$ cat config.mk
export PLATFORM = sky130hd
export DESIGN_NAME = wts_adsr_envelope_generator_mc
export DESIGN_NICKNAME = d
export VERILOG_FILES = /design/src/rtl/wts_env_pkg.sv /design/src/rtl/wts_env_step.sv /design/src/rtl/wts_adsr_envelope_generator_mc.sv
export SDC_FILE = /design/constraint.sdc
export NUM_CORES = 1
export LEC_CHECK = 0
export ABC_AREA = 1
export CAP_MARGIN = 10
export CORE_MARGIN = 2
export CORE_UTILIZATION = 45
export CTS_CLUSTER_SIZE = 14
export DETAILED_ROUTE_END_ITERATION = 10
export HOLD_SLACK_MARGIN = 0.1
export PLACE_DENSITY = 0.76
export RECOVER_POWER = 25
export SYNTH_ARGS = -nofsm -noshare
export SYNTH_HDL_FRONTEND = slang
export SYNTH_SLANG_ARGS = --single-unit
$ cat constraint.sdc
create_clock -name clk -period 14.18 [get_ports clk]
set_clock_uncertainty 0.2 [all_clocks]
set_input_delay 2.836 -clock clk [delete_from_list [all_inputs] [get_ports clk]]
set_output_delay 2.836 -clock clk [all_outputs]
set_load 0.05 [all_outputs]
$ cat src/rtl/wts_env_pkg.sv
// rtl/wts_env_pkg.sv - shared types and helpers for the multi-channel ADSR envelope generator
//
// Contents:
//   env_phase_t   envelope phase (IDLE, ATTACK, DECAY, SUSTAIN, RELEASE), 3 bits
//   EV_PRI_*      event-priority constants; a larger value wins at service
//   env_event_t   resolved event for one channel service, encoded by priority
//   env_max()     full-scale envelope level for a given magnitude width
package wts_env_pkg;

    typedef enum logic [2:0] {
        ENV_IDLE    = 3'd0,
        ENV_ATTACK  = 3'd1,
        ENV_DECAY   = 3'd2,
        ENV_SUSTAIN = 3'd3,
        ENV_RELEASE = 3'd4
    } env_phase_t;

    localparam logic [1:0] EV_PRI_NONE    = 2'd0;
    localparam logic [1:0] EV_PRI_RELEASE = 2'd1;
    localparam logic [1:0] EV_PRI_ON      = 2'd2;
    localparam logic [1:0] EV_PRI_OFF     = 2'd3;

    typedef enum logic [1:0] {
        EV_NONE    = EV_PRI_NONE,
        EV_RELEASE = EV_PRI_RELEASE,
        EV_ON      = EV_PRI_ON,
        EV_OFF     = EV_PRI_OFF
    } env_event_t;

    function automatic int env_max(input int env_w);
        return 1 << env_w;
    endfunction

endpackage

$ cat src/rtl/wts_env_step.sv
// rtl/wts_env_step.sv - combinational next-state calculator for one envelope channel
//
// Optional feature macro: WTS_ENV_EXP_DECAY_EN (exponential DECAY/SUSTAIN/RELEASE steps).
//
// Ports:
//   phase, level, cnt     current channel state
//   ev                    highest-priority pending event for this service
//   ar, dr, sr, rr        rate fields for this channel (0 = hold)
//   sl                    sustain level
//   nxt_phase, nxt_level, nxt_cnt   state after this service
module wts_env_step
    import wts_env_pkg::*;
#(
    parameter int ENV_W  = 7,
    parameter int RATE_W = 12
) (
    input  env_phase_t        phase,
    input  logic [ENV_W:0]    level,
    input  logic [RATE_W-1:0] cnt,
    input  env_event_t        ev,
    input  logic [RATE_W-1:0] ar,
    input  logic [RATE_W-1:0] dr,
    input  logic [RATE_W-1:0] sr,
    input  logic [RATE_W-1:0] rr,
    input  logic [ENV_W-1:0]  sl,
    output env_phase_t        nxt_phase,
    output logic [ENV_W:0]    nxt_level,
    output logic [RATE_W-1:0] nxt_cnt
);

    localparam logic [ENV_W:0]    LVL_MAX = (ENV_W+1)'(env_max(ENV_W));
    localparam logic [ENV_W:0]    LVL_ONE = (ENV_W+1)'(1);
    localparam logic [RATE_W-1:0] CNT_ONE = RATE_W'(1);
    localparam logic [RATE_W:0]   CNT_ONE_X = (RATE_W+1)'(1);

    logic [RATE_W-1:0] rate;
    logic              tick;
    logic [ENV_W:0]    sl_ext;
    logic [ENV_W:0]    floor_lvl;
    logic [ENV_W:0]    dec_amt;
    logic [ENV_W:0]    dec_lvl;

    assign sl_ext = {1'b0, sl};

    always_comb begin
        case (phase)
            ENV_ATTACK:  rate = ar;
            ENV_DECAY:   rate = dr;
            ENV_SUSTAIN: rate = sr;
            ENV_RELEASE: rate = rr;
            default:     rate = '0;
        endcase
    end

    // Compare one bit wider so counter+1 cannot wrap onto a small rate.
    assign tick = (rate != '0) && (({1'b0, cnt} + CNT_ONE_X) == {1'b0, rate});

    // Downward step, clamped at the phase floor (SL while decaying, else 0).
    always_comb begin
        floor_lvl = (phase == ENV_DECAY) ? sl_ext : '0;
`ifdef WTS_ENV_EXP_DECAY_EN
        dec_amt = (level >> 3) + LVL_ONE;
`else
        dec_amt = LVL_ONE;
`endif
        if ((level > floor_lvl) && ((level - floor_lvl) > dec_amt)) begin
            dec_lvl = level - dec_amt;
        end else begin
            dec_lvl = floor_lvl;
        end
    end

    always_comb begin
        nxt_phase = phase;
        nxt_level = level;
        nxt_cnt   = cnt;
        case (ev)
            EV_OFF: begin
                nxt_phase = ENV_IDLE;
                nxt_level = '0;
                nxt_cnt   = '0;
            end
            EV_ON: begin
                // Level is kept on retrigger so a re-keyed voice does not click.
                nxt_cnt = '0;
                if (ar == '0) begin
                    nxt_level = LVL_MAX;
                    nxt_phase = ENV_DECAY;
                end else begin
                    nxt_phase = ENV_ATTACK;
                end
            end
            EV_RELEASE: begin
                if (phase != ENV_IDLE) begin
                    nxt_phase = ENV_RELEASE;
                    nxt_cnt   = '0;
                end
            end
            default: begin
                if ((phase == ENV_DECAY) && (level <= sl_ext)) begin
                    nxt_phase = ENV_SUSTAIN;
                    nxt_cnt   = '0;
                end else if ((phase != ENV_IDLE) && (rate != '0)) begin
                    if (!tick) begin
                        nxt_cnt = cnt + CNT_ONE;
                    end else begin
                        nxt_cnt = '0;
                        if (phase == ENV_ATTACK) begin
                            if (level >= (LVL_MAX - LVL_ONE)) begin
                                nxt_level = LVL_MAX;
                                nxt_phase = ENV_DECAY;
                            end else begin
                                nxt_level = level + LVL_ONE;
                            end
                        end else begin
                            nxt_level = dec_lvl;
                            if (phase == ENV_DECAY) begin
                                if (dec_lvl <= sl_ext) nxt_phase = ENV_SUSTAIN;
                            end else if (dec_lvl == '0) begin
                                nxt_phase = ENV_IDLE;
                            end
                        end
                    end
                end
            end
        endcase
    end

endmodule

$ cat src/rtl/wts_adsr_envelope_generator_mc.sv
// rtl/wts_adsr_envelope_generator_mc.sv - multi-channel ADSR envelope generator, one channel serviced per clk
//
// Optional feature macro: WTS_ENV_EXP_DECAY_EN (handled inside wts_env_step).
//
// Ports:
//   clk, nreset                       clock, asynchronous active-low reset
//   active                            sweep start pulse
//   key_on, key_release, key_off      per-channel event pulses, latched until serviced
//   reg_ar, reg_dr, reg_sr, reg_rr    per-channel rates, channel c at [c*RATE_W +: RATE_W]
//   reg_sl                            per-channel sustain level, channel c at [c*ENV_W +: ENV_W]
//   envelope                          per-channel level, channel c at [c*(ENV_W+1) +: ENV_W+1]
//   env_idle                          per-channel IDLE indicator
//   overrun                           one-clk pulse when active arrives mid-sweep
module wts_adsr_envelope_generator_mc
    import wts_env_pkg::*;
#(
    parameter int CH_NUM = 4,
    parameter int ENV_W  = 7,
    parameter int RATE_W = 12
) (
    input  logic                      clk,
    input  logic                      nreset,
    input  logic                      active,
    input  logic [CH_NUM-1:0]         key_on,
    input  logic [CH_NUM-1:0]         key_release,
    input  logic [CH_NUM-1:0]         key_off,
    input  logic [CH_NUM*RATE_W-1:0]  reg_ar,
    input  logic [CH_NUM*RATE_W-1:0]  reg_dr,
    input  logic [CH_NUM*RATE_W-1:0]  reg_sr,
    input  logic [CH_NUM*RATE_W-1:0]  reg_rr,
    input  logic [CH_NUM*ENV_W-1:0]   reg_sl,
    output logic [CH_NUM*(ENV_W+1)-1:0] envelope,
    output logic [CH_NUM-1:0]         env_idle,
    output logic                      overrun
);

    localparam int CH_W  = (CH_NUM > 1) ? $clog2(CH_NUM) : 1;
    localparam int LVL_W = ENV_W + 1;

    logic              busy;
    logic [CH_W-1:0]   sweep_ch;
    logic              svc_en;
    logic [CH_W-1:0]   svc_ch;
    logic [CH_NUM-1:0] svc_mask;

    logic [CH_NUM-1:0] pend_on, pend_rel, pend_off;
    logic [CH_NUM-1:0] ev_on_v, ev_rel_v, ev_off_v;
    env_event_t        svc_ev;

    env_phase_t        phase_q [CH_NUM];
    logic [LVL_W-1:0]  level_q [CH_NUM];
    logic [RATE_W-1:0] cnt_q   [CH_NUM];

    env_phase_t        nxt_phase;
    logic [LVL_W-1:0]  nxt_level;
    logic [RATE_W-1:0] nxt_cnt;

    // Channel 0 is serviced on the very clk that active starts the sweep.
    assign svc_en   = busy | active;
    assign svc_ch   = busy ? sweep_ch : '0;
    assign svc_mask = svc_en ? (CH_NUM'(1) << svc_ch) : '0;

    // Pulses arriving on the service clk are folded in so they are not lost.
    assign ev_on_v  = pend_on  | key_on;
    assign ev_rel_v = pend_rel | key_release;
    assign ev_off_v = pend_off | key_off;

    always_comb begin
        svc_ev = EV_NONE;
        if (ev_off_v[svc_ch])      svc_ev = EV_OFF;
        else if (ev_on_v[svc_ch])  svc_ev = EV_ON;
        else if (ev_rel_v[svc_ch]) svc_ev = EV_RELEASE;
    end

    wts_env_step #(
        .ENV_W  (ENV_W),
        .RATE_W (RATE_W)
    ) u_step (
        .phase     (phase_q[svc_ch]),
        .level     (level_q[svc_ch]),
        .cnt       (cnt_q[svc_ch]),
        .ev        (svc_ev),
        .ar        (reg_ar[svc_ch*RATE_W +: RATE_W]),
        .dr        (reg_dr[svc_ch*RATE_W +: RATE_W]),
        .sr        (reg_sr[svc_ch*RATE_W +: RATE_W]),
        .rr        (reg_rr[svc_ch*RATE_W +: RATE_W]),
        .sl        (reg_sl[svc_ch*ENV_W +: ENV_W]),
        .nxt_phase (nxt_phase),
        .nxt_level (nxt_level),
        .nxt_cnt   (nxt_cnt)
    );

    always_ff @(posedge clk or negedge nreset) begin
        if (!nreset) begin
            busy     <= 1'b0;
            sweep_ch <= '0;
            overrun  <= 1'b0;
            pend_on  <= '0;
            pend_rel <= '0;
            pend_off <= '0;
            for (int i = 0; i < CH_NUM; i++) begin
                phase_q[i] <= ENV_IDLE;
                level_q[i] <= '0;
                cnt_q[i]   <= '0;
            end
        end else begin
            overrun <= active & busy;

            if (busy) begin
                if (sweep_ch == CH_W'(CH_NUM - 1)) begin
                    busy     <= 1'b0;
                    sweep_ch <= '0;
                end else begin
                    sweep_ch <= sweep_ch + CH_W'(1);
                end
            end else if (active && (CH_NUM > 1)) begin
                busy     <= 1'b1;
                sweep_ch <= CH_W'(1);
            end

            // Servicing a channel drops all its pending bits, including the losers.
            pend_on  <= ev_on_v  & ~svc_mask;
            pend_rel <= ev_rel_v & ~svc_mask;
            pend_off <= ev_off_v & ~svc_mask;

            if (svc_en) begin
                phase_q[svc_ch] <= nxt_phase;
                level_q[svc_ch] <= nxt_level;
                cnt_q[svc_ch]   <= nxt_cnt;
            end
        end
    end

    for (genvar c = 0; c < CH_NUM; c++) begin : g_out
        assign envelope[c*LVL_W +: LVL_W] = level_q[c];
        assign env_idle[c]                = (phase_q[c] == ENV_IDLE);
    end

endmodule

# Word level (Yosys, flattened, before mapping)
# Index checks and enable logic that the tools add are counted.
dict set report totals {
  register_bits 108
  word_cells 135
}
dict set report classes {
  n_eq_ne 9
  n_addsub 6
  n_mul 2
  reduce_logical 15
  shifts 6
  order_cmp 8
  n_bitwise 10
  muxes 61
}
# op count
set ops {}
lappend ops {{indexed part select 48 x 7 -> 12 bit} 4}
lappend ops {{two-way mux 12 bit} 7}
lappend ops {{two-way mux 8 bit} 10}
lappend ops {{bitwise mux 48 bit} 1}
lappend ops {{one-hot mux 12 bit (4 select lines)} 1}
lappend ops {{two-way mux 3 bit} 12}
lappend ops {{bitwise mux 32 bit} 1}
lappend ops {{indexed part select 28 x 6 -> 7 bit} 1}
lappend ops {{binary-select mux 12 bit (select 2 bit)} 1}
lappend ops {{demux 12 bit (select 2 bit)} 1}
lappend ops {{one-hot mux 12 bit (2 select lines)} 1}
lappend ops {{one-hot mux 8 bit (3 select lines)} 1}
lappend ops {{binary-select mux 8 bit (select 2 bit)} 1}
lappend ops {{demux 8 bit (select 2 bit)} 1}
lappend ops {{<= comparator 8 x 7 -> 1 bit} 2}
lappend ops {{two-way mux 2 bit} 7}
lappend ops {{adder 12 x 1 -> 13 bit, second input constant} 1}
lappend ops {{equality test 13 x 12 -> 1 bit} 1}
lappend ops {{adder 12 x 1 -> 12 bit, second input constant} 1}
lappend ops {{bitwise AND 4 bit} 3}
lappend ops {{bitwise mux 12 bit} 1}
lappend ops {{logical NOT 12 bit} 1}
lappend ops {{logical NOT 3 bit} 4}
lappend ops {{bitwise OR 4 bit} 3}
lappend ops {{35 further kinds} 50}

# Depth between registers and ports, before layout
# Gate-level depths: netlist of run 1.
dict set report logic_depth {
  word_depth 20
  depth_mapped 41
}

# Hierarchy
# Synthesis of run 1 repeated with hierarchy kept, for this count alone.
dict set report hier_totals {
  cells_unflattened 1295
  hier_area_um2 8597.0
}
# module cells_per_inst area_per_inst_um2 instances seq_area_each_um2
set modules_own_cells {}
lappend modules_own_cells {wts_adsr_envelope_generator_mc 769 5806.8 1 2702.6}
lappend modules_own_cells {wts_env_step 526 2790.2 1 0.0}

# Worst setup path after synthesis of run 1
# Ideal clock, no wire load.
dict set report synth_timing {
  path_type {input -> register}
  startpoint {input reg_sl[15]}
  endpoint {register phase_q[0] (netlist name)}
  arrival_ns 6.307
  n_path_buf 0
  setup_ns 0.117
  required_time_ns 13.863
  path_slack_ns 7.556
  cell_stages 31
  path_cell_list {o22a_1 > o221ai_1 > or2_2 > ha_1 > nand3_1 > nand2_1 > nand3_1 > or2_2 > nand2_1 > nand2_1 > nand2_1 > nand3_2 > nand2_2 > nand2_1 > nand2_1 > inv_1 > ha_1 > inv_1 > o21bai_1 > nand3_1 > a21o_1 > a21boi_0 > o32ai_1 > a31oi_1 > nand2_1 > nand2_1 > nand4_1 > nand3_1 > nand2_1 > nand2_1 > nand2_1}
}
dict set report synth_via {
  elab_chain_len 15
}
# item line
set synth_lines {}
lappend synth_lines {{from (decl)} wts_adsr_envelope_generator_mc.sv:31} ;# input logic [CH_NUM*ENV_W-1:0] reg_sl,
lappend synth_lines {{indexed part select 28 x 6 -> 7 bit (*)} wts_adsr_envelope_generator_mc.sv:87} ;# .sl (reg_sl[svc_ch*ENV_W +: ENV_W]),
lappend synth_lines {{two-way mux 7 bit} wts_env_step.sv:60} ;# floor_lvl = (phase == ENV_DECAY) ? sl_ext : '0;
lappend synth_lines {{subtractor 8 bit} wts_env_step.sv:66} ;# if ((level > floor_lvl) && ((level - floor_lvl) > dec_amt)) begin
lappend synth_lines {{> comparator 8 x 1 -> 1 bit} wts_env_step.sv:66}
lappend synth_lines {{logical AND 1 bit} wts_env_step.sv:66}
lappend synth_lines {{two-way mux 8 bit} wts_env_step.sv:66}
lappend synth_lines {{<= comparator 8 x 7 -> 1 bit / logical NOT 8 bit (equally long branches)} {wts_env_step.sv:118, wts_env_step.sv:119}}
lappend synth_lines {{two-way mux 3 bit, on equally long branches} {wts_env_step.sv:118, wts_env_step.sv:119}}
lappend synth_lines {{two-way mux 3 bit} wts_env_step.sv:117} ;# if (phase == ENV_DECAY) begin
lappend synth_lines {{two-way mux 3 bit} wts_env_step.sv:108} ;# if (phase == ENV_ATTACK) begin
lappend synth_lines {{two-way mux 3 bit} wts_env_step.sv:104} ;# if (!tick) begin
lappend synth_lines {{two-way mux 3 bit} wts_env_step.sv:103} ;# end else if ((phase != ENV_IDLE) && (rate != '0)) begin
lappend synth_lines {{two-way mux 3 bit (*)} wts_env_step.sv:100} ;# if ((phase == ENV_DECAY) && (level <= sl_ext)) begin
lappend synth_lines {{one-hot mux 3 bit (3 select lines) (*)} wts_env_step.sv:77} ;# case (ev)
lappend synth_lines {{bitwise mux 12 bit (*)} wts_adsr_envelope_generator_mc.sv:127} ;# phase_q[svc_ch] <= nxt_phase;
lappend synth_lines {{to (signal, indexed assignment)} wts_adsr_envelope_generator_mc.sv:127}
lappend synth_lines {{to (decl)} wts_adsr_envelope_generator_mc.sv:50} ;# env_phase_t phase_q [CH_NUM];
# Every way passes the cells marked *; elsewhere a longest branch is shown, timed or not.
# A chain may end at the register's enable or synchronous reset.

# Final worst setup path of run 1
# Same ends and word-level chain as after synthesis.

==> implementation parameters, run 1 <==
Parameter                              Value

GRT
  Number of global-route vias before repair    10.7k
  Maximum number of pins on one net before global-route repair    61
  Total routing usage reported by global routing    32.9%
  Antenna violations before repair    2
  Wire length of the first global-routing pass    58,300 um
  GRT Residual Overflow    0

Final layout
  Fraction of final layout cells with drive strength greater than 1    7.56%
  Net count of the finished layout    2,002
  Final cell count without fillers    2,022
  Non-Filler Cell Area, Final    0.0127 sq mm
  Synth-to-Final Area Change    30.4%

Setup path
  Category of the critical setup timing path    in -> reg
  Highest-delay cell along the critical path    clkdlybuf4s50_1
  Critical Path Max Stage Delay    0.46 ns
  Worst Path Arrival    7.47 ns
  Kind of launch point of the worst setup path    input port
  Worst reg2reg startpoint    busy$_DFF_PN0_
  Crit-path most repeated cell    nand2_1
  Setup crit end kind    register
  Max FO, Critical Path    8
  CP Data Required Time    14.24 ns
  Launch point of the worst path    reg_sl[15]

Yosys
  Number of flops mapped to enable cells by yosys    0
  Synthesized area divided by synthesized cell count    6.44 sq um
  Synth Instances    1,518
  Syn. warnings    0
  Synth Net Count    1,780
  Post-Synthesis Cell Area    0.00977 sq mm
  Top FF cell, synth    dfrtp_1
  Number of flip-flops and latches in the synthesized netlist    108
  Share of synthesized flip-flops with an asynchronous set or reset    100%
  Number of distinct library cells after synthesis    61
  Share of the yosys chip area belonging to registers    27.7%

Timing
  Total count of max-transition violations in the final report    61
  Final hold vios    0
  Setup repair after global routing missed its margin    false
  Worst slew margin    -125%
  Setup violators final    0
  Period utilization    52.2%
  Accumulated negative setup slack    0 ns
  Max frequency    0.135 GHz
  Transition at the pin with the smallest max-transition slack    3.38 ns
  Final hold slack    0.285 ns
  Shortest period the worst path allows    7.41 ns

Drt
  Detailed-route wire length    37,900 um
  Via density per instance    5.57
  DRT iter0 DRCs    894
  Antenna violation net count after detailed routing    0
  Number of iterations in the first detailed-routing pass    6
  DRC    0
  Count of vias placed by the detailed router    11.3k
  Mean routed wirelength per cell    18.8 um

Die
  Die span in y    151 um
  Core Area    0.0212 sq mm
  Die X    151 um
  Std-Cell Rows    53
  Effective utilization at floorplan    46.2%
  Area of the die    0.0229 sq mm
  Count of boundary I/O pins    272

Clock tree
  Clock H-tree levels    3
  Sink Count    108
  Clock latency reported for the late side of the worst-skew pair    0.37 ns
  Clock Root Buffer    clkbuf_16
  Clock tree from TritonCTS    built
  Number of buffers added by the clock tree synthesis step    9
  PostCTS Resize Cnt    0
  Hold Buf Count CTS    0
  Post-CTS clock slew at the launch and capture registers of the worst setup and hold paths    0.08 ns
  Setup Buffers After CTS    0
  Maximum clock insertion buffer count    2

Placement
  Instance area at placement    0.0124 sq mm
  Half-perimeter wire length of the detailed placement result    28,500 um
  GPL Wtd Cong    0.962
  Placed instance count    2,004
  Quantity of I/O buffers inserted on ports    271

Pwr
  Clock network fraction of total power    7.1%
  Switching power summed over all nets    2.22 mW
  Pwr dens    287 mW/mm^2
  Switching portion of total power    60.7%
  Leakage power figure    6.23 nW
  Largest voltage drop on the vdd net    179 uV
  Sequential cell fraction of total power    12.4%
  Part of the total power dissipated in combinational logic    80.5%
  Internal    1.44 mW

Worst hold path
  Hold wc startpoint    cnt_q[14]$_DFFE_PN0P_
  Hold WC Path Type    reg -> reg

Flow run
  Total of max-cap violations    1

Outcome
  Outcome    complete, but fails checks
  Violations in the final reports    max-capacitance violations, max-slew violations
## critical path: cells and delay by family
kind	cells	cell delay, ns
and+or+nand+nor	20	2.44
AOI/OAI and AO/OA	7	1.05
buffers and inverters	3	0.57
adders and majority gates	2	0.57
## power by group through the flow
stage | registers [mW] | logic, mW | clock network (mW)
6_report | 0.453 | 2.94 | 0.259
5_1_grt | 0.464 | 3.28 | 0.274
4_1_cts | 0.452 | 2.90 | 0.261
3_5_place_dp | 0.457 | 2.88 | 0
3_3_place_gp | 0.454 | 2.87 | 0
2_1_floorplan | 0.472 | 2.15 | 0
## final timing paths
path	cells after the start	slack (ns)	endpoint
min in group asynchronous	1	3.41	cnt_q[12]$_DFFE_PN0P_
hold / removal	2	0.28	cnt_q[14]$_DFFE_PN0P_
hold reg to reg	2	0.28	cnt_q[14]$_DFFE_PN0P_
setup reg to reg	33	7.39	phase_q[0]$_DFFE_PN0P_
max in group asynchronous	2	8.34	pend_on[3]$_DFF_PN0_
setup / recovery	32	6.77	phase_q[0]$_DFFE_PN0P_
## area by class of cell
cell class | count | area (sq um)
inverter | 131 | 497
antenna | 2 | 5.00
tap | 275 | 344
clock inverter | 5 | 51.3
fill | 2025 | 8410
sequential | 108 | 2700
clock buffer | 11 | 243
timing repair buffer | 280 | 2770
multi-input combinational | 1210 | 6120
## metrics by stage
step	total power [mW]	worst slack (ns)	util, %
after global routing	4.01	6.37	60.2
after detailed placement	3.34	6.45	58.8
after floorplan	2.63	7.56	-
after global placement	3.32	6.58	58.8
after CTS	3.61	6.81	60.2
final	3.66	6.77	60.2
## layer usage
metal / global-route usage, % / up-vias / wire length (um)
met4: 12.2 / 0 / 1280
li1: - / 5410 / -
met2: 54.2 / 553 / 17600
met5: 0 / - / 0
met3: 6.20 / 66 / 3670
met1: 43.1 / 5233 / 15400
## cell usage after synthesis (all sizes together) (12+ instances only)
cell | instances | area [sq um]
a21oi | 29 | 149
buf | 61 | 410
dfrtp | 108 | 2700
ha | 26 | 325
inv | 128 | 480
nand2 | 637 | 2520
nand3 | 130 | 731
nand4 | 43 | 275
nor2 | 140 | 656
nor3 | 15 | 91.3
o21ai | 44 | 231
o22ai | 57 | 419
or2 | 13 | 81.3
xor2 | 12 | 113
## sequential cells by signal (all words and copies together), names as in the netlist
signal,count
cnt_q,48
envelope,32
phase_q,12
pend_off,4
pend_on,4
pend_rel,4
sweep_ch,2
busy,1
overrun,1
## layout by cell type (no fill, tap or decap), types with 3 or more instances in the layout
cell             synthesis  final
inv_1                  114    114
o21ai_1                 31     31
xor2_1                  11     11
ha_1                    26     26
nor4_1                   4      4
clkbuf_16                0      9
o21ai_0                 10     10
nor2_1                 121    120
nor3_1                  13     13
o221ai_1                 9      9
a221oi_1                 6      6
buf_4                   10      9
o22ai_1                 47     47
o22a_1                   8      8
nand3_1                117    117
nand2_1                608    608
inv_2                   14     14
nor2_4                  11     12
o22ai_2                 10     10
nand3b_1                10     10
nand2_2                 20     20
nand2_4                  8      8
nand3_2                 11     11
nor2_2                   6      6
or2_2                   12     12
inv_8                    0      3
clkdlybuf4s50_1          0    266
dlygate4sd3_1            0      4
nand4_1                 42     42
a31oi_1                  4      4
a21oi_1                 28     28
a22oi_1                  9      9
o21ai_2                  3      3
dfrtp_1                108    108
## cells by family after synthesis
kind of cell,count (synthesis),synth area share [%]
compound gates,176,12.0
xor+xnor,13,1.24
fa+ha+maj,27,3.53
buf+inv,200,9.73
flops,108,27.7
simple gates,994,45.8
No activity file was read; power rests on OpenSTA's default activity.
==> run 2: changes to the inputs <==
--- a/config.mk
+++ b/config.mk
@@ -12,7 +12,7 @@
 export CTS_CLUSTER_SIZE = 14
 export DETAILED_ROUTE_END_ITERATION = 10
 export HOLD_SLACK_MARGIN = 0.1
-export PLACE_DENSITY = 0.76
+export PLACE_DENSITY = 0.79
 export RECOVER_POWER = 25
 export SYNTH_ARGS = -nofsm -noshare
 export SYNTH_HDL_FRONTEND = slang
==> constraint.sdc (replaced) <==
create_clock -name clk -period 6.25 [get_ports clk]
set_clock_uncertainty 0.2 [all_clocks]
set_input_delay 1.25 -clock clk [delete_from_list [all_inputs] [get_ports clk]]
set_output_delay 1.25 -clock clk [all_outputs]
set_load 0.05 [all_outputs]
==> implementation parameters, run 2 (synthesis gave the netlist of run 1 again) <==
Parameter                              Value

Outcome
  Outcome    complete, but fails checks (unchanged)
  Violations in the final reports    max-capacitance violations, max-slew violations (unchanged)

Final layout
  Flip-flop count of the largest register after layout    48 (unchanged)
  Synth-to-Final Area Change    32.0% (was 30.4%)
  Non-Filler Cell Area, Final    0.0129 sq mm (was 0.0127 sq mm)
  Net count of the finished layout    2,024 (was 2,002)
  Fraction of final layout cells with drive strength greater than 1    8.89% (was 7.56%)
  Largest reg by FF count    cnt_q (unchanged)
  Leading cell type in the layout, fill and taps excluded    nand2_1 (unchanged)
  Top library cells by usage in the layout, fill and taps aside    nand2_1 (608), clkdlybuf4s50_1 (260), nor2_1 (120) (was nand2_1 (608), clkdlybuf4s50_1 (266), nor2_1 (120))

Drt
  Antenna violation net count after detailed routing    0 (unchanged)
  Count of vias placed by the detailed router    11.2k (was 11.3k)
  Via density per instance    5.49 (was 5.57)
  Mean routed wirelength per cell    18.9 um (was 18.8 um)
  DRC    0 (unchanged)
  Detailed-route wire length    38,500 um (was 37,900 um)
  DRT iter0 DRCs    769 (was 894)
  Number of iterations in the first detailed-routing pass    5 (was 6)

Clock tree
  Clock latency reported for the late side of the worst-skew pair    0.37 ns (about the same)
  Post-CTS clock slew at the launch and capture registers of the worst setup and hold paths    0.08 ns (about the same)
  Clock Root Buffer    clkbuf_16 (unchanged)
  Maximum clock insertion buffer count    2 (unchanged)
  Clock tree from TritonCTS    built (unchanged)
  Hold Buf Count CTS    0 (unchanged)
  Sink Count    108 (unchanged)
  Setup Buffers After CTS    0 (unchanged)
  Number of buffers added by the clock tree synthesis step    9 (unchanged)
  Clock H-tree levels    3 (unchanged)

Die
  Die span in y    151 um (unchanged)
  Die X    151 um (unchanged)
  Count of boundary I/O pins    272 (unchanged)
  Core Area    0.0212 sq mm (unchanged)
  Area of the die    0.0229 sq mm (unchanged)
  Effective utilization at floorplan    46.2% (unchanged)
  Std-Cell Rows    53 (unchanged)

Timing
  Accumulated negative setup slack    0 ns (unchanged)
  Transition at the pin with the smallest max-transition slack    2.99 ns (was 3.38 ns)
  Max frequency    0.177 GHz
  Shortest period the worst path allows    5.65 ns
  Total count of max-transition violations in the final report    53 (was 61)
  Setup repair after global routing missed its margin    false (unchanged)
  Worst slew margin    -99.3% (was -125%)
  Period utilization    90.3%
  Final hold vios    0 (unchanged)
  Setup violators final    0 (unchanged)

Setup path
  CP Data Required Time    6.31 ns (was 14.24 ns)
  Category of the critical setup timing path    in -> reg (unchanged)
  Highest-delay cell along the critical path    clkdlybuf4s50_1 (unchanged)
  Max FO, Critical Path    8 (unchanged)
  Worst Path Arrival    5.71 ns (was 7.47 ns)
  Kind of launch point of the worst setup path    input port (unchanged)
  Critical Path Max Stage Delay    0.47 ns (was 0.46 ns)
  Crit-path most repeated cell    nand2_1 (unchanged)
  Setup crit end kind    register (unchanged)

GRT
  M3 GR Usage    8.70% (was 6.20%)
  Number of global-route vias before repair    10.8k (was 10.7k)
  Total routing usage reported by global routing    33.2% (was 32.9%)
  Wire length of the first global-routing pass    58,300 um (about the same)
  Antenna violations before repair    1 (was 2)
  GRT Residual Overflow    0 (unchanged)
  GR met2 Demand/Resource    54.4% (was 54.2%)
  Maximum number of pins on one net before global-route repair    58 (was 61)
  GRT met1 Usage    41.5% (was 43.1%)
  Most Crowded Layer GR    met2 (unchanged)

Flow run
  Total of max-cap violations    1 (unchanged)

Pwr
  Pwr dens    655 mW/mm^2 (was 287 mW/mm^2)
  Leakage power figure    6.33 nW (was 6.23 nW)
  Largest voltage drop on the vdd net    394 uV (was 179 uV)

Placement
  GPL Wtd Cong    0.971 (was 0.962)
  Quantity of I/O buffers inserted on ports    271 (unchanged)
  Half-perimeter wire length of the detailed placement result    29,400 um (was 28,500 um)
  Instance area at placement    0.0126 sq mm (was 0.0124 sq mm)

Worst hold path
  Hold WC Path Type    reg -> reg (unchanged)
-- run 2: worst paths after layout --
check / startpoint / end / slack, ns / depth (start not counted)
setup / recovery: reg_sl[22] / phase_q[0]$_DFFE_PN0P_ / 0.60 / 32
hold / removal: cnt_q[33]$_DFFE_PN0P_ / cnt_q[33]$_DFFE_PN0P_ / 0.28 / 2
setup reg to reg: sweep_ch[1]$_DFFE_PN0P_ / phase_q[0]$_DFFE_PN0P_ / 0.63 / 37
hold reg to reg: cnt_q[33]$_DFFE_PN0P_ / cnt_q[33]$_DFFE_PN0P_ / 0.28 / 2
max in group asynchronous: nreset / busy$_DFF_PN0_ / 2.20 / 2
min in group asynchronous: nreset / cnt_q[17]$_DFFE_PN0P_ / 1.66 / 1
-- run 2: layer usage --
layer	vias to the layer above	part of all wire (%)
li1	5465	-
met1	5191	40
met2	485	46
met3	83	10
met4	0	3.7
met5	-	0
-- run 2: where the power goes --
group,internal (mW),switching [mW]
registers,0.889,0.128
clock network,0.290,0.290
logic,2.18,4.67
-- run 2: area by class of cell --
class                      instances  area [sq um]
clock buffer                      12           246
clock inverter                     4          37.5
tap                              275           344
inverter                         131           497
sequential                       108          2710
antenna                            1          2.50
multi-input combinational       1210          6120
timing repair buffer             302          2940
fill                            2034          8260
-- run 2: critical path, delay by kind of cell --
kind            cells  cell delay [ns]
compound gates      7             0.95
buf+inv             3             0.57
fa+ha+maj           2             0.57
simple gates       20             2.33
-- run 2: repair_timing --
item	4_1_cts	5_1_grt
setup endpoints to repair	0	4
hold endpoints to repair	0	0
resized for setup	0	4
-- run 2: per-stage QoR --
| step | setup slack, ns | std cells | util [%] | hold slack [ns] | power (mW) |
|---|---|---|---|---|---|
| after floorplan | 1.12 | 1518 | - | 0.249 | 5.96 |
| after global routing | 0.0727 | 2043 | 61.0 | 0.305 | 9.24 |
| after CTS | 0.465 | 2042 | 60.9 | 0.287 | 8.33 |
| after global placement | 0.372 | 2026 | 59.6 | 0.262 | 7.69 |
| final | 0.605 | 2043 | 61.0 | 0.283 | 8.45 |
| after detailed placement | 0.279 | 2026 | 59.6 | 0.267 | 7.71 |
==> run 3: changes to the inputs <==
--- a/config.mk
+++ b/config.mk
@@ -7,13 +7,15 @@
 export LEC_CHECK = 0
 export ABC_AREA = 1
 export CAP_MARGIN = 10
+export CORE_ASPECT_RATIO = 0.7
 export CORE_MARGIN = 2
 export CORE_UTILIZATION = 45
 export CTS_CLUSTER_SIZE = 14
 export DETAILED_ROUTE_END_ITERATION = 10
 export HOLD_SLACK_MARGIN = 0.1
-export PLACE_DENSITY = 0.79
+export PLACE_DENSITY = 0.76
 export RECOVER_POWER = 25
+export SKIP_LAST_GASP = 1
 export SYNTH_ARGS = -nofsm -noshare
 export SYNTH_HDL_FRONTEND = slang
 export SYNTH_SLANG_ARGS = --single-unit
==> constraint.sdc (replaced) <==
create_clock -name clk -period 7.12 [get_ports clk]
set_clock_uncertainty 0.2 [all_clocks]
set_input_delay 1.424 -clock clk [delete_from_list [all_inputs] [get_ports clk]]
set_output_delay 1.424 -clock clk [all_outputs]
set_load 0.05 [all_outputs]
==> implementation parameters, run 3 (synthesis gave the netlist of run 1 again) <==
Parameter                              Value

Drt
  Antenna violation net count after detailed routing    0 (unchanged)
  Via density per instance    5.56 (was 5.49)
  DRT iter0 DRCs    1,338 (was 769)
  Mean routed wirelength per cell    19.0 um (was 18.9 um)
  DRC    0 (unchanged)
  Number of iterations in the first detailed-routing pass    6 (was 5)
  Detailed-route wire length    38,500 um (about the same)
  Count of vias placed by the detailed router    11.3k (was 11.2k)

Final layout
  Synth-to-Final Area Change    30.9% (was 32.0%)
  Non-Filler Cell Area, Final    0.0128 sq mm (was 0.0129 sq mm)
  Leading cell type in the layout, fill and taps excluded    nand2_1 (unchanged)
  Fraction of final layout cells with drive strength greater than 1    7.71% (was 8.89%)
  Final Core Density    59.5% (was 61.0%)
  Net count of the finished layout    2,008 (was 2,024)
  Flip-flop count of the largest register after layout    48 (unchanged)
  Largest reg by FF count    cnt_q (unchanged)
  Top library cells by usage in the layout, fill and taps aside    nand2_1 (608), clkdlybuf4s50_1 (268), nor2_1 (120) (was nand2_1 (608), clkdlybuf4s50_1 (260), nor2_1 (120))
  Area of the multi-input gates    0.00612 sq mm (unchanged)
  FF+latch area    0.00270 sq mm (was 0.00271 sq mm)
  Number of fill cells in the layout    2,090 (was 2,034)
  Diode count    0 (was 1)

GRT
  Wire length of the first global-routing pass    59,700 um (was 58,300 um)
  GRT Residual Overflow    0 (unchanged)
  Antenna violations before repair    0 (was 1)
  Maximum number of pins on one net before global-route repair    81 (was 58)
  Total routing usage reported by global routing    33.3% (was 33.2%)
  Number of global-route vias before repair    10.5k (was 10.8k)

Setup path
  Crit-path most repeated cell    nand2_1 (unchanged)
  Critical Path Max Stage Delay    1.68 ns (was 0.47 ns)
  Cell breakdown of the critical path    nand2_4 > nor2_4 > buf_4 > clkbuf_1 > a21oi_1 > nand3_2 > ha_1 > inv_1 > nor2_4 > xor2_1 > nand3_1 > nand2_1 > nand2_1 > nor2_1 > nand3_2 > nor2_8 > nand3_4 > nand2_1 > nand3_1 > nand2_2 > nand2_1 > nand2_1
  Launch point of the worst path    busy$_DFF_PN0_ (was reg_sl[22])
  Reg2Reg Setup Slack    0.51 ns (was 0.63 ns)
  Category of the critical setup timing path    reg -> reg (was in -> reg)
  Worst reg2reg startpoint    busy$_DFF_PN0_ (was sweep_ch[1]$_DFFE_PN0P_)
  WP depth    22 (was 32)
  Worst Path Arrival    6.71 ns (was 5.71 ns)
  Max FO, Critical Path    42 (was 8)
  Buffer and inverter count on the worst path    3 (unchanged)
  Worst-case reg-to-reg path depth    22 (was 37)
  CP Data Required Time    7.22 ns (was 6.31 ns)
  Critical Path End    envelope[19]$_DFFE_PN0P_ (was phase_q[0]$_DFFE_PN0P_)
  Kind of cell with the highest combined delay on the critical path    simple AND/OR/NAND/NOR gates (unchanged)
  Highest-delay cell along the critical path    clkbuf_1 (was clkdlybuf4s50_1)
  Setup crit end kind    register (unchanged)
  Kind of launch point of the worst setup path    register (was input port)
  Capture point of the worst reg-to-reg path    envelope[19]$_DFFE_PN0P_ (was phase_q[0]$_DFFE_PN0P_)

Worst hold path
  Hold WC Path Type    reg -> reg (unchanged)
  Number of cells traversed by the worst hold path    2 (unchanged)

Timing
  Setup slack of the critical path after layout    0.508 ns (was 0.605 ns)
  Final hold vios    0 (unchanged)
  Final hold slack    0.284 ns (was 0.283 ns)
  Setup violators final    0 (unchanged)
  Shortest period the worst path allows    6.61 ns
  Max frequency    0.151 GHz
  Transition at the pin with the smallest max-transition slack    2.32 ns (was 2.99 ns)
  Total count of max-transition violations in the final report    183 (was 53)
  Setup repair after global routing missed its margin    false (unchanged)
  Accumulated negative setup slack    0 ns (unchanged)
  Worst slew margin    -54.9% (was -99.3%)
  Period utilization    92.9%

Die
  Die span in y    127 um (was 151 um)
  Die X    180 um (was 151 um)
  Area of the die    0.0229 sq mm (about the same)
  Count of boundary I/O pins    272 (unchanged)
  Std-Cell Rows    45 (was 53)
  Core Area    0.0215 sq mm (was 0.0212 sq mm)
  Effective utilization at floorplan    45.4% (was 46.2%)

Clock tree
  Number of buffers added by the clock tree synthesis step    9 (unchanged)
  Hold Buf Count CTS    0 (unchanged)
  Clock H-tree levels    3 (unchanged)
  Sink Count    108 (unchanged)
  Maximum clock insertion buffer count    2 (unchanged)
  Clock latency reported for the late side of the worst-skew pair    0.37 ns (about the same)
  Post-CTS clock slew at the launch and capture registers of the worst setup and hold paths    0.08 ns (about the same)
  Clock tree from TritonCTS    built (unchanged)
  PostCTS Resize Cnt    0 (unchanged)
  Setup Buffers After CTS    0 (unchanged)
  Clock Root Buffer    clkbuf_16 (unchanged)

Placement
  GPL Wtd Cong    0.977 (was 0.971)
  Half-perimeter wire length of the detailed placement result    28,800 um (was 29,400 um)
  Quantity of I/O buffers inserted on ports    271 (unchanged)
  Setup WS pre-CTS    0.859 ns (was 0.279 ns)
  Instance area at placement    0.0125 sq mm (was 0.0126 sq mm)

Flow run
  Total of max-cap violations    4 (was 1)

Outcome
  Violations in the final reports    max-capacitance violations, max-slew violations (unchanged)
  Outcome    complete, but fails checks (unchanged)

Pwr
  Leakage power figure    6.26 nW (was 6.33 nW)
  Pwr dens    579 mW/mm^2 (was 655 mW/mm^2)
  Largest voltage drop on the vdd net    346 uV (was 394 uV)
run 3: cell types whose count changed in the layout (fill, tap and decap cells not counted), sizes merged:
cell and change:
bufinv +1, diode -1, clkbuf +2, buf -20, clkinv +1, dlygate4sd3 -8, inv -1, clkdlybuf4s50 +8
run 3: worst min path at each step:
stage | from | to
after floorplan | cnt_q[35]$_DFFE_PN0P_ | cnt_q[35]$_DFFE_PN0P_
after global placement | cnt_q[36]$_DFFE_PN0P_ | cnt_q[36]$_DFFE_PN0P_
after detailed placement | cnt_q[39]$_DFFE_PN0P_ | cnt_q[39]$_DFFE_PN0P_
after CTS | cnt_q[35]$_DFFE_PN0P_ | cnt_q[35]$_DFFE_PN0P_
after global routing | cnt_q[5]$_DFFE_PN0P_ | cnt_q[5]$_DFFE_PN0P_
final | cnt_q[6]$_DFFE_PN0P_ | cnt_q[6]$_DFFE_PN0P_
run 3: layer usage:
layer,vias up,track usage (%),routed length [um]
li1,5420,-,-
met1,5236,47.5,17300
met2,571,50.4,16300
met3,64,7.95,3940
met4,0,9.30,941
met5,-,0,0
run 3: stage by stage:
step / std cells / power, mW
final: 2032 / 7.40
after global routing: 2032 / 8.07
after CTS: 2032 / 7.27
after detailed placement: 2017 / 6.69
after global placement: 2017 / 6.64
after floorplan: 1518 / 5.23
run 3: power by group:
group	switching [mW]	internal, mW	leakage [nW]
logic	4.11	1.85	4.66
registers	0.127	0.778	1.45
clock network	0.256	0.287	0.151
run 3: area by class of cell:
type	instances	share of cell area, %
clock buffers	10	1.87
clock inverters	5	0.528
inverters	131	3.88
multi-input cells	1210	47.9
flip-flops and latches	108	21.1
well taps	282	2.76
repair buffers	286	21.9
run 3: worst register-to-register path, delay by kind of cell (launching register included):
family                   cells  cell delay, ns
AND/OR/NAND/NOR             16            2.43
XOR/XNOR                     1            0.46
adder cells (fa/ha/maj)      1            0.28
AO/OA/AOI/OAI                1            0.32
flip-flops                   1            0.73
buffers and inverters        3            2.13
